$ cat src/rtl/t_frame_sequencer.sv
// Frame sequencer: streams one FFT frame from BRAM into the T(0,i) block and counts its output beats.
// Optional checking (beat address check + drain timeout) is enabled by defining T_SEQ_CHECK_EN.
module t_frame_sequencer #(
    parameter int BIT_WIDTH     = 32,
    parameter int I             = 160,
    parameter int BRAM_LATENCY  = 2,
    parameter int DRAIN_TIMEOUT = 16
) (
    input  logic                  clk_in,
    input  logic                  rst_in,
    input  logic                  frame_ready,
    output logic [$clog2(I)-1:0]  fft_rd_addr,
    input  logic [BIT_WIDTH-1:0]  fft_rd_data,
    output logic                  t_valid,
    output logic [BIT_WIDTH-1:0]  t_data,
    input  logic                  t_out_valid,
    input  logic [$clog2(I)-1:0]  t_out_addr,
    output logic                  busy,
    output logic                  frame_done,
    output logic [15:0]           frame_count,
    output logic                  overrun,
    input  logic                  clear_overrun,
    output logic                  seq_error
);
    localparam int AW = $clog2(I);
    localparam int CW = $clog2(I + 1);

    typedef enum logic [2:0] {S_IDLE, S_FETCH, S_WAIT, S_DRAIN, S_DONE} state_t;

    state_t                  state_q, state_d;
    logic [AW-1:0]           addr_q, addr_d;
    logic [BRAM_LATENCY-1:0] strb_q, strb_d;
    logic                    t_valid_q, t_valid_d;
    logic [BIT_WIDTH-1:0]    t_data_q, t_data_d;
    logic [CW-1:0]           cnt_q, cnt_d;
    logic                    started_q, started_d;
    logic                    pending_q, pending_d;
    logic                    overrun_q, overrun_d;
    logic [15:0]             frame_count_q, frame_count_d;
    logic                    rd_strobe;
    logic                    ovr_event;
    logic                    beat;

`ifdef T_SEQ_CHECK_EN
    localparam int TW = $clog2(DRAIN_TIMEOUT + 1);
    logic [TW-1:0] tmo_q, tmo_d;
    logic          seq_error_q, seq_error_d;
`endif

    always_comb begin
        state_d       = state_q;
        addr_d        = addr_q;
        cnt_d         = cnt_q;
        started_d     = started_q;
        pending_d     = pending_q;
        frame_count_d = frame_count_q;
        ovr_event     = 1'b0;
        rd_strobe     = (state_q == S_FETCH);
        strb_d[0]     = rd_strobe;
        for (int k = 1; k < BRAM_LATENCY; k++) begin
            strb_d[k] = strb_q[k-1];
        end
        t_valid_d = strb_q[BRAM_LATENCY-1];
        t_data_d  = strb_q[BRAM_LATENCY-1] ? fft_rd_data : t_data_q;
`ifdef T_SEQ_CHECK_EN
        seq_error_d = seq_error_q;
        tmo_d       = t_valid_q ? '0 : ((tmo_q == TW'(DRAIN_TIMEOUT)) ? tmo_q : tmo_q + 1'b1);
`endif
        // Output beats only belong to this frame once its burst has begun.
        beat = t_out_valid && (started_q || t_valid_q);
        if (t_valid_q) begin
            started_d = 1'b1;
        end
        if (beat && (cnt_q != CW'(I))) begin
            cnt_d = cnt_q + 1'b1;
        end
        if (frame_ready && (state_q != S_IDLE)) begin
            if (!pending_q) begin
                pending_d = 1'b1;
            end else begin
                ovr_event = 1'b1;
            end
        end
        case (state_q)
            S_IDLE: begin
                if (frame_ready || pending_q) begin
                    state_d   = S_FETCH;
                    pending_d = pending_q && frame_ready;
                    addr_d    = '0;
                    cnt_d     = '0;
                    started_d = 1'b0;
                end
            end
            S_FETCH: begin
                addr_d = addr_q + 1'b1;
                if (addr_q == AW'(I - 1)) begin
                    addr_d  = '0;
                    state_d = S_WAIT;
                end
            end
            S_WAIT: begin
                if (strb_q == '0) begin
                    state_d = S_DRAIN;
                end
            end
            S_DRAIN: begin
`ifdef T_SEQ_CHECK_EN
                if (beat && (cnt_q != CW'(I)) && (CW'(t_out_addr) != cnt_q)) begin
                    seq_error_d = 1'b1;
                end
`endif
                if (cnt_q == CW'(I)) begin
                    state_d = S_DONE;
`ifdef T_SEQ_CHECK_EN
                end else if (tmo_q == TW'(DRAIN_TIMEOUT)) begin
                    state_d     = S_DONE;
                    seq_error_d = 1'b1;
`endif
                end
            end
            S_DONE: begin
                frame_count_d = frame_count_q + 1'b1;
                cnt_d         = '0;
                started_d     = 1'b0;
                state_d       = S_IDLE;
            end
            default: state_d = S_IDLE;
        endcase
        overrun_d = (overrun_q && !clear_overrun) || ovr_event;
    end

    always_ff @(posedge clk_in or negedge rst_in) begin
        if (!rst_in) begin
            state_q       <= S_IDLE;
            addr_q        <= '0;
            strb_q        <= '0;
            t_valid_q     <= 1'b0;
            t_data_q      <= '0;
            cnt_q         <= '0;
            started_q     <= 1'b0;
            pending_q     <= 1'b0;
            overrun_q     <= 1'b0;
            frame_count_q <= '0;
        end else begin
            state_q       <= state_d;
            addr_q        <= addr_d;
            strb_q        <= strb_d;
            t_valid_q     <= t_valid_d;
            t_data_q      <= t_data_d;
            cnt_q         <= cnt_d;
            started_q     <= started_d;
            pending_q     <= pending_d;
            overrun_q     <= overrun_d;
            frame_count_q <= frame_count_d;
        end
    end

`ifdef T_SEQ_CHECK_EN
    always_ff @(posedge clk_in or negedge rst_in) begin
        if (!rst_in) begin
            tmo_q       <= '0;
            seq_error_q <= 1'b0;
        end else begin
            tmo_q       <= tmo_d;
            seq_error_q <= seq_error_d;
        end
    end
    assign seq_error = seq_error_q;
`else
    assign seq_error = 1'b0;
`endif

    assign fft_rd_addr = addr_q;
    assign t_valid     = t_valid_q;
    assign t_data      = t_data_q;
    assign busy        = (state_q != S_IDLE);
    assign frame_done  = (state_q == S_DONE);
    assign frame_count = frame_count_q;
    assign overrun     = overrun_q;

endmodule

$ cat config.mk
export PLATFORM = sky130hd
export DESIGN_NAME = t_frame_sequencer
export DESIGN_NICKNAME = d
export VERILOG_FILES = /design/src/rtl/t_frame_sequencer.sv
export SDC_FILE = /design/constraint.sdc
export NUM_CORES = 1
export LEC_CHECK = 0
export CAP_MARGIN = 20
export CORE_ASPECT_RATIO = 1.4
export CORE_MARGIN = 4
export CORE_UTILIZATION = 41
export DETAILED_ROUTE_END_ITERATION = 8
export PLACE_DENSITY = 0.76
export SETUP_SLACK_MARGIN = 0.02
export SLEW_MARGIN = 20
export SYNTH_ARGS = -nofsm -noshare
export SYNTH_HDL_FRONTEND = slang
export SYNTH_SLANG_ARGS = --single-unit
$ cat constraint.sdc
create_clock -name clk_in -period 1.6 [get_ports clk_in]
set_input_delay 0.4 -clock clk_in [delete_from_list [all_inputs] [get_ports clk_in]]
set_output_delay 0.4 -clock clk_in [all_outputs]
set_load 0.01 [all_outputs]
==> impl_metrics.yaml, run 1 <==
outcome:
  status: "complete, but fails checks"
  failed_checks: "setup timing"
synth:
  synth_xor_area_frac: 0.0506
  synthAdderAreaFrac: 0.0193
  netlist_area_um2: 3120
  synth_top_area_share: 0.586
  synthTopCellsByArea: "dfrtp_1 (59%), mux2_2 (12%), xnor2_1 (4.2%)"
  synth_simple_gate_area_frac: 0.135
  synth.avg_cell_area_um2: 12.2
  synth_cells: 255
  ys_ff_latch: 73
  synth_edf_count: 0
  yosysSeqAreaShare: 0.586
  synthFlopType: "dfrtp_1"
  async_flop_share: 1.00
  synth_most_common_cell: "dfrtp_1"
  synthMuxAreaShare: 0.116
  synthTopCellsByCount: "dfrtp_1 (73), mux2_2 (32), nand2_1 (17)"
  synth_top_family_by_area: "simple AND/OR/NAND/NOR gates"
  syn-num-nets: 304
  yosysUniqueCellTypes: 40
  yosysTopAreaCell: "dfrtp_1"
  synth_compound_area_frac: 0.0671
  yosys_warnings: 0
die:
  die_h_um: 111
  io_pins: 106
  row_count: 37
  die_w_um: 81.7
  coreArea_um2: 7360
  initial_utilization: 0.423
  die_area_um2: 9080
sta:
  clock-skew-final_ps: 7.38
  grt_setup_unrepaired: "true"
  tightestPinTransition_ps: 510
  setup_viol: 8
  fmax_mhz: 573
  finalHoldViolCount: 0
  setup_ws_ps: -146
  fin_crit_sh: 1.09
  drv_slew: 0
  slew_headroom: 0.659
  hold_ws_ps: 51.7
  final.min_clock_period_ps: 1750
setup_path:
  critical-path-top-delay-family: "simple AND/OR/NAND/NOR gates"
  cp_cell_sequence: "or3b_4 -> inv_2 -> buf_6"
  crit_path_start_kind: "flip-flop"
  critical_path_arrival_ps: 1350
  worst-path-buf-inv: 2
  endpoint_kind: "primary output"
  critical_path_class: "reg -> out"
  worst_path_max_delay_cell: "or3b_4"
  required_ps: 1200
  cp_max_fo: 3
  cpPeakStageDelay_ps: 420
grt:
  grt_busiest_layer: "met2"
  use_met3: 0.0659
  grt_use_total: 0.176
  antenna_found_initial: 0
  grt_pass1_vias: 2654
  gr-total-overflow: 0
  use_met2: 0.294
  use_met1: 0.202
  grt_pass1_wl_mm: 12.4
  grt_max_degree: 74
final_layout:
  nets: 440
  area_growth_pct: 53.5
  drive_gt1_frac: 0.295
  diodes: 0
power_and_ir_drop:
  p_leak_nw: 2.28
  ir_worst_vdd_v: 0.000811
  p_total_mw: 5.39
  power.density_nw_per_um2: 1130
routing:
  ant_nets: 0
  vias: 2516
  drc: 0
  wl_mm: 7.52
  wl_per_cell_um: 15.2
  routed_via_density: 5.10
  drt_iter0_drc: 92
  dr.pass1.iters: 4
run:
  drv_cap: 0
place:
  place_ws_ps: -220
  dp_hpwl_mm: 5.23
  io_buffers: 96
  gp_congestion: 0.781
cts:
  clk-insertion-delay-late_ps: 340
  clk_pin_slew_worst_paths_ps: 80
  cts-root-buf: "clkbuf_8"
  cts_num_sinks: 73
  htree_levels: 3
  cts-buffers-inserted: 9
  cts_buffer_depth: 2
  postCtsHoldBufs: 0
  cts_tree: "built"
min_path:
  hold_path.class: "in -> async"
## through the flow
stage	area (µm²)	cells	TNS, ps	util
2_1_floorplan	3130	255	0	-
5_1_grt	4780	493	-1250	0.649
4_1_cts	4650	489	-824	0.632
6_report	4780	493	-521	0.649
3_3_place_gp	4350	462	-1900	0.591
3_5_place_dp	4350	462	-2600	0.591
## area by class of cell
type | count | area, µm²
sequential | 73 | 1830
timing repair buffer | 133 | 1190
inverter | 8 | 32.5
clock inverter | 5 | 103
tap | 97 | 121
clock buffer | 11 | 141
multi-input combinational | 166 | 1360
fill | 601 | 2580
## path summary, 6_finish.rpt
check	startpoint	to	slack (ps)	depth (start not counted)
worst max-delay path	state_q[0]	frame_done	-150	3
worst min-delay path	rst_in	pending_q	50	2
worst max register to register	state_q[2]	fft_rd_addr[5]	-60	6
worst min register to register	strb_q[0]	strb_q[1]	380	0
max in group asynchronous	rst_in	fft_rd_addr[5]	1170	2
min in group clk_in	strb_q[0]	strb_q[1]	380	0
## flip-flops by register name, summed over array words and instances (netlist names)
register and count:
strb_q 2, overrun 1, state_q 3, started_q 1
fft_rd_addr 8, cnt_q 8, t_data 32, frame_count 16
pending_q 1, t_valid 1
## report_power, final
part | leakage [nW] | internal [mW] | switching, mW | total, mW
Sequential | 0.916 | 2.20 | 0.216 | 2.41
Combinational | 1.25 | 0.670 | 0.562 | 1.23
Clock | 0.120 | 1.08 | 0.669 | 1.75
## layer usage
metal  share of wire  vias to the layer above
met4           0.025                        0
met1            0.39                     1239
met3           0.069                       16
li1                -                     1182
met5               0                        -
met2            0.52                       79
## what timing repair did
action | 4_1_cts | 5_1_grt
resized for setup | 83 | 30
pin swaps | 4 | 7
buffers inserted | 11 | 3
setup endpoints to repair | 78 | 25
cloned | 0 | 1
## cells in the final DEF (no fill, tap or decap), types with 4 or more instances in the layout
| cell | Yosys | layout |
|---|---|---|
| dfrtp_1 | 73 | 69 |
| inv_1 | 8 | 6 |
| o21ai_1 | 0 | 4 |
| buf_4 | 3 | 31 |
| o21ai_0 | 15 | 8 |
| mux2_2 | 32 | 32 |
| clkbuf_8 | 0 | 10 |
| nand4_1 | 7 | 7 |
| or3_1 | 6 | 4 |
| nand2_1 | 17 | 17 |
| nor3_1 | 8 | 7 |
| nand3_1 | 6 | 6 |
| nor2_1 | 13 | 12 |
| and3_1 | 5 | 4 |
| dfrtp_2 | 0 | 4 |
| buf_6 | 0 | 7 |
| dlygate4sd2_1 | 0 | 54 |
| a21oi_1 | 7 | 6 |
| clkdlybuf4s50_1 | 0 | 35 |
| xnor2_1 | 15 | 15 |
## cell families (layout without fill, tap and decap cells)
group                      count (synthesis)  after routing
adders and majority gates                  5              5
muxes                                     32             32
other                                      1              1
DFF                                       73             73
AOI/OAI and AO/OA                         34             35
buffers and inverters                     17            157
xor gates and xnor gates                  18             18
and+or+nand+nor                           75             75
Power figures use the tool's default switching activity.
==> run 2, diff against run 1 <==
--- a/config.mk
+++ b/config.mk
@@ -6,7 +6,7 @@
 export NUM_CORES = 1
 export LEC_CHECK = 0
 export CAP_MARGIN = 20
-export CORE_ASPECT_RATIO = 1.4
+export CORE_ASPECT_RATIO = 1.1
 export CORE_MARGIN = 4
 export CORE_UTILIZATION = 41
 export DETAILED_ROUTE_END_ITERATION = 8
==> run 2 against run 1 <==
Compared with the run above: the run still ends with setup timing left; critical endpoint is now busy; sequential power barely moved; via count rose by 0.99%; count of clock-buffer cells in the layout fell by 1; global-route usage fell by 0.27 points; sequential cell count did not move; first-iteration DRC count fell by 15%; total power rose by 0.14%.
==> impl_metrics.yaml, run 2 (synthesis gave the netlist of run 1 again) <==
sta:
  finalHoldViolCount: 0
  final.min_clock_period_ps: 1780
  setup_ws_ps: -183
  tightestPinTransition_ps: 526
  hold_ws_ps: 392
  fmax_mhz: 561
  grt_setup_unrepaired: "true"
  drv_slew: 0
  setup_viol: 9
  clock-skew-final_ps: 12.5
  slew_headroom: 0.648
  fin_crit_sh: 1.11
setup_path:
  cp_max_fo: 3
  crit_path_start_kind: "flip-flop"
  required_ps: 1200
  endpoint_kind: "primary output"
  critical_path_arrival_ps: 1380
  r2r_end: "fft_rd_addr[7]"
  r2r_slack_ps: -60
  critical_path_class: "reg -> out"
  r2r_start: "state_q[2]"
  reg2reg_depth: 6
final_layout:
  drive_gt1_frac: 0.312
  fillers: 567
  fin_cells: 485
  diodes: 0
  final_common_cell: "dfrtp_1"
  area_growth_pct: 55.5
  layout_common_cells: "dfrtp_1 (68), dlygate4sd2_1 (54), clkdlybuf4s50_1 (35)"
  largest_register_ffs: 32
  nets: 443
power_and_ir_drop:
  power.density_nw_per_um2: 1110
  p_total_mw: 5.40
  ir_worst_vdd_v: 0.000812
  p_leak_nw: 2.31
grt:
  grt_max_degree: 34
  antenna_found_initial: 0
  gr-total-overflow: 0
  grt_pass1_wl_mm: 12.7
  grt_use_total: 0.174
  grt_pass1_vias: 2670
die:
  row_count: 33
  initial_utilization: 0.419
  die_area_um2: 9060
  coreArea_um2: 7430
  die_h_um: 99.4
  die_w_um: 91.1
  io_pins: 106
routing:
  vias: 2541
  drt_iter0_drc: 78
  ant_nets: 0
  drc: 0
  wl_mm: 7.71
  routed_via_density: 5.24
  wl_per_cell_um: 15.9
  dr.pass1.iters: 4
cts:
  cts_num_sinks: 73
  clk-insertion-delay-late_ps: 350
  cts-root-buf: "clkbuf_8"
  clk_pin_slew_worst_paths_ps: 70
  htree_levels: 3
  cts-buffers-inserted: 9
  cts_tree: "built"
  cts_buffer_depth: 2
min_path:
  min_from: "strb_q[0]"
  whs_path_depth: 0
  hold_path_end: "strb_q[1]"
  hold_path.class: "reg -> reg"
place:
  dp_hpwl_mm: 5.25
  dp.cells: 454
  io_buffers: 96
  place_ws_ps: -204
  gp_congestion: 0.798
run:
  drv_cap: 0
outcome:
  status: "complete, but fails checks"
  failed_checks: "setup timing"
## run 2: cell types whose count changed in the layout (fill, tap and decap cells not counted), sizes merged
cell           delta
clkdlybuf4s15     +2
dlygate4sd3       +1
clkinvlp          -1
clkinv            +1
buf               +2
clkbuf            -3
## run 2: per-layer routing
metal	GRT usage	vias up	wire, µm
met1	0.200	1264	2920
met2	0.298	76	4100
met5	0	-	0
met4	0.0684	0	169
met3	0.0590	16	523
li1	-	1185	-
## run 2: worst max-delay path by stage
stage / from / end / slack [ps] / cells past startpoint
after floorplan: frame_count[1] / frame_count[10] / 5 / 5
after global placement: state_q[1] / frame_done / -210 / 3
after detailed placement: state_q[1] / frame_done / -200 / 3
after CTS: state_q[1] / busy / -200 / 3
after global routing: state_q[2] / busy / -230 / 3
final: state_q[2] / busy / -180 / 3
## run 2: layout make-up
cell class                      instances  area, µm²  share of cell area
Timing Repair Buffer                  136       1260               0.259
Sequential cell                        73       1830               0.378
Clock buffer                           10        138              0.0284
Tap cell                               87        109              0.0225
Inverter                                8       35.0             0.00723
Multi-Input combinational cell        166       1370               0.283
Clock inverter                          5        104              0.0214
## run 2: worst max-delay path, stage by stage, from the launching register on
cell and delay, ps:
dfrtp_1 410, buf_6 130, or3_4 370, buf_6 130
## run 2: metrics by stage
| stage | instance area [µm²] | utilization | TNS (ps) |
|---|---|---|---|
| floorplan | 3130 | - | 0 |
| global placement | 4380 | 0.589 | -2100 |
| detailed placement | 4380 | 0.589 | -2810 |
| CTS | 4730 | 0.637 | -487 |
| global route | 4850 | 0.652 | -1260 |
| finish | 4850 | 0.652 | -574 |
## run 2: timing repair
action	CTS	global route
gates cloned	1	0
endpoints found under the hold margin	12	0
hold buffers	1	0
endpoints found under the setup margin	79	26
buffers inserted	10	4
pin swaps	10	12
gates resized for setup	95	26
## run 2: power breakdown
part           switching (mW)  leakage, nW  internal [mW]
Sequential              0.224        0.914           2.20
Clock                   0.678        0.122           1.07
Combinational           0.552         1.27          0.678
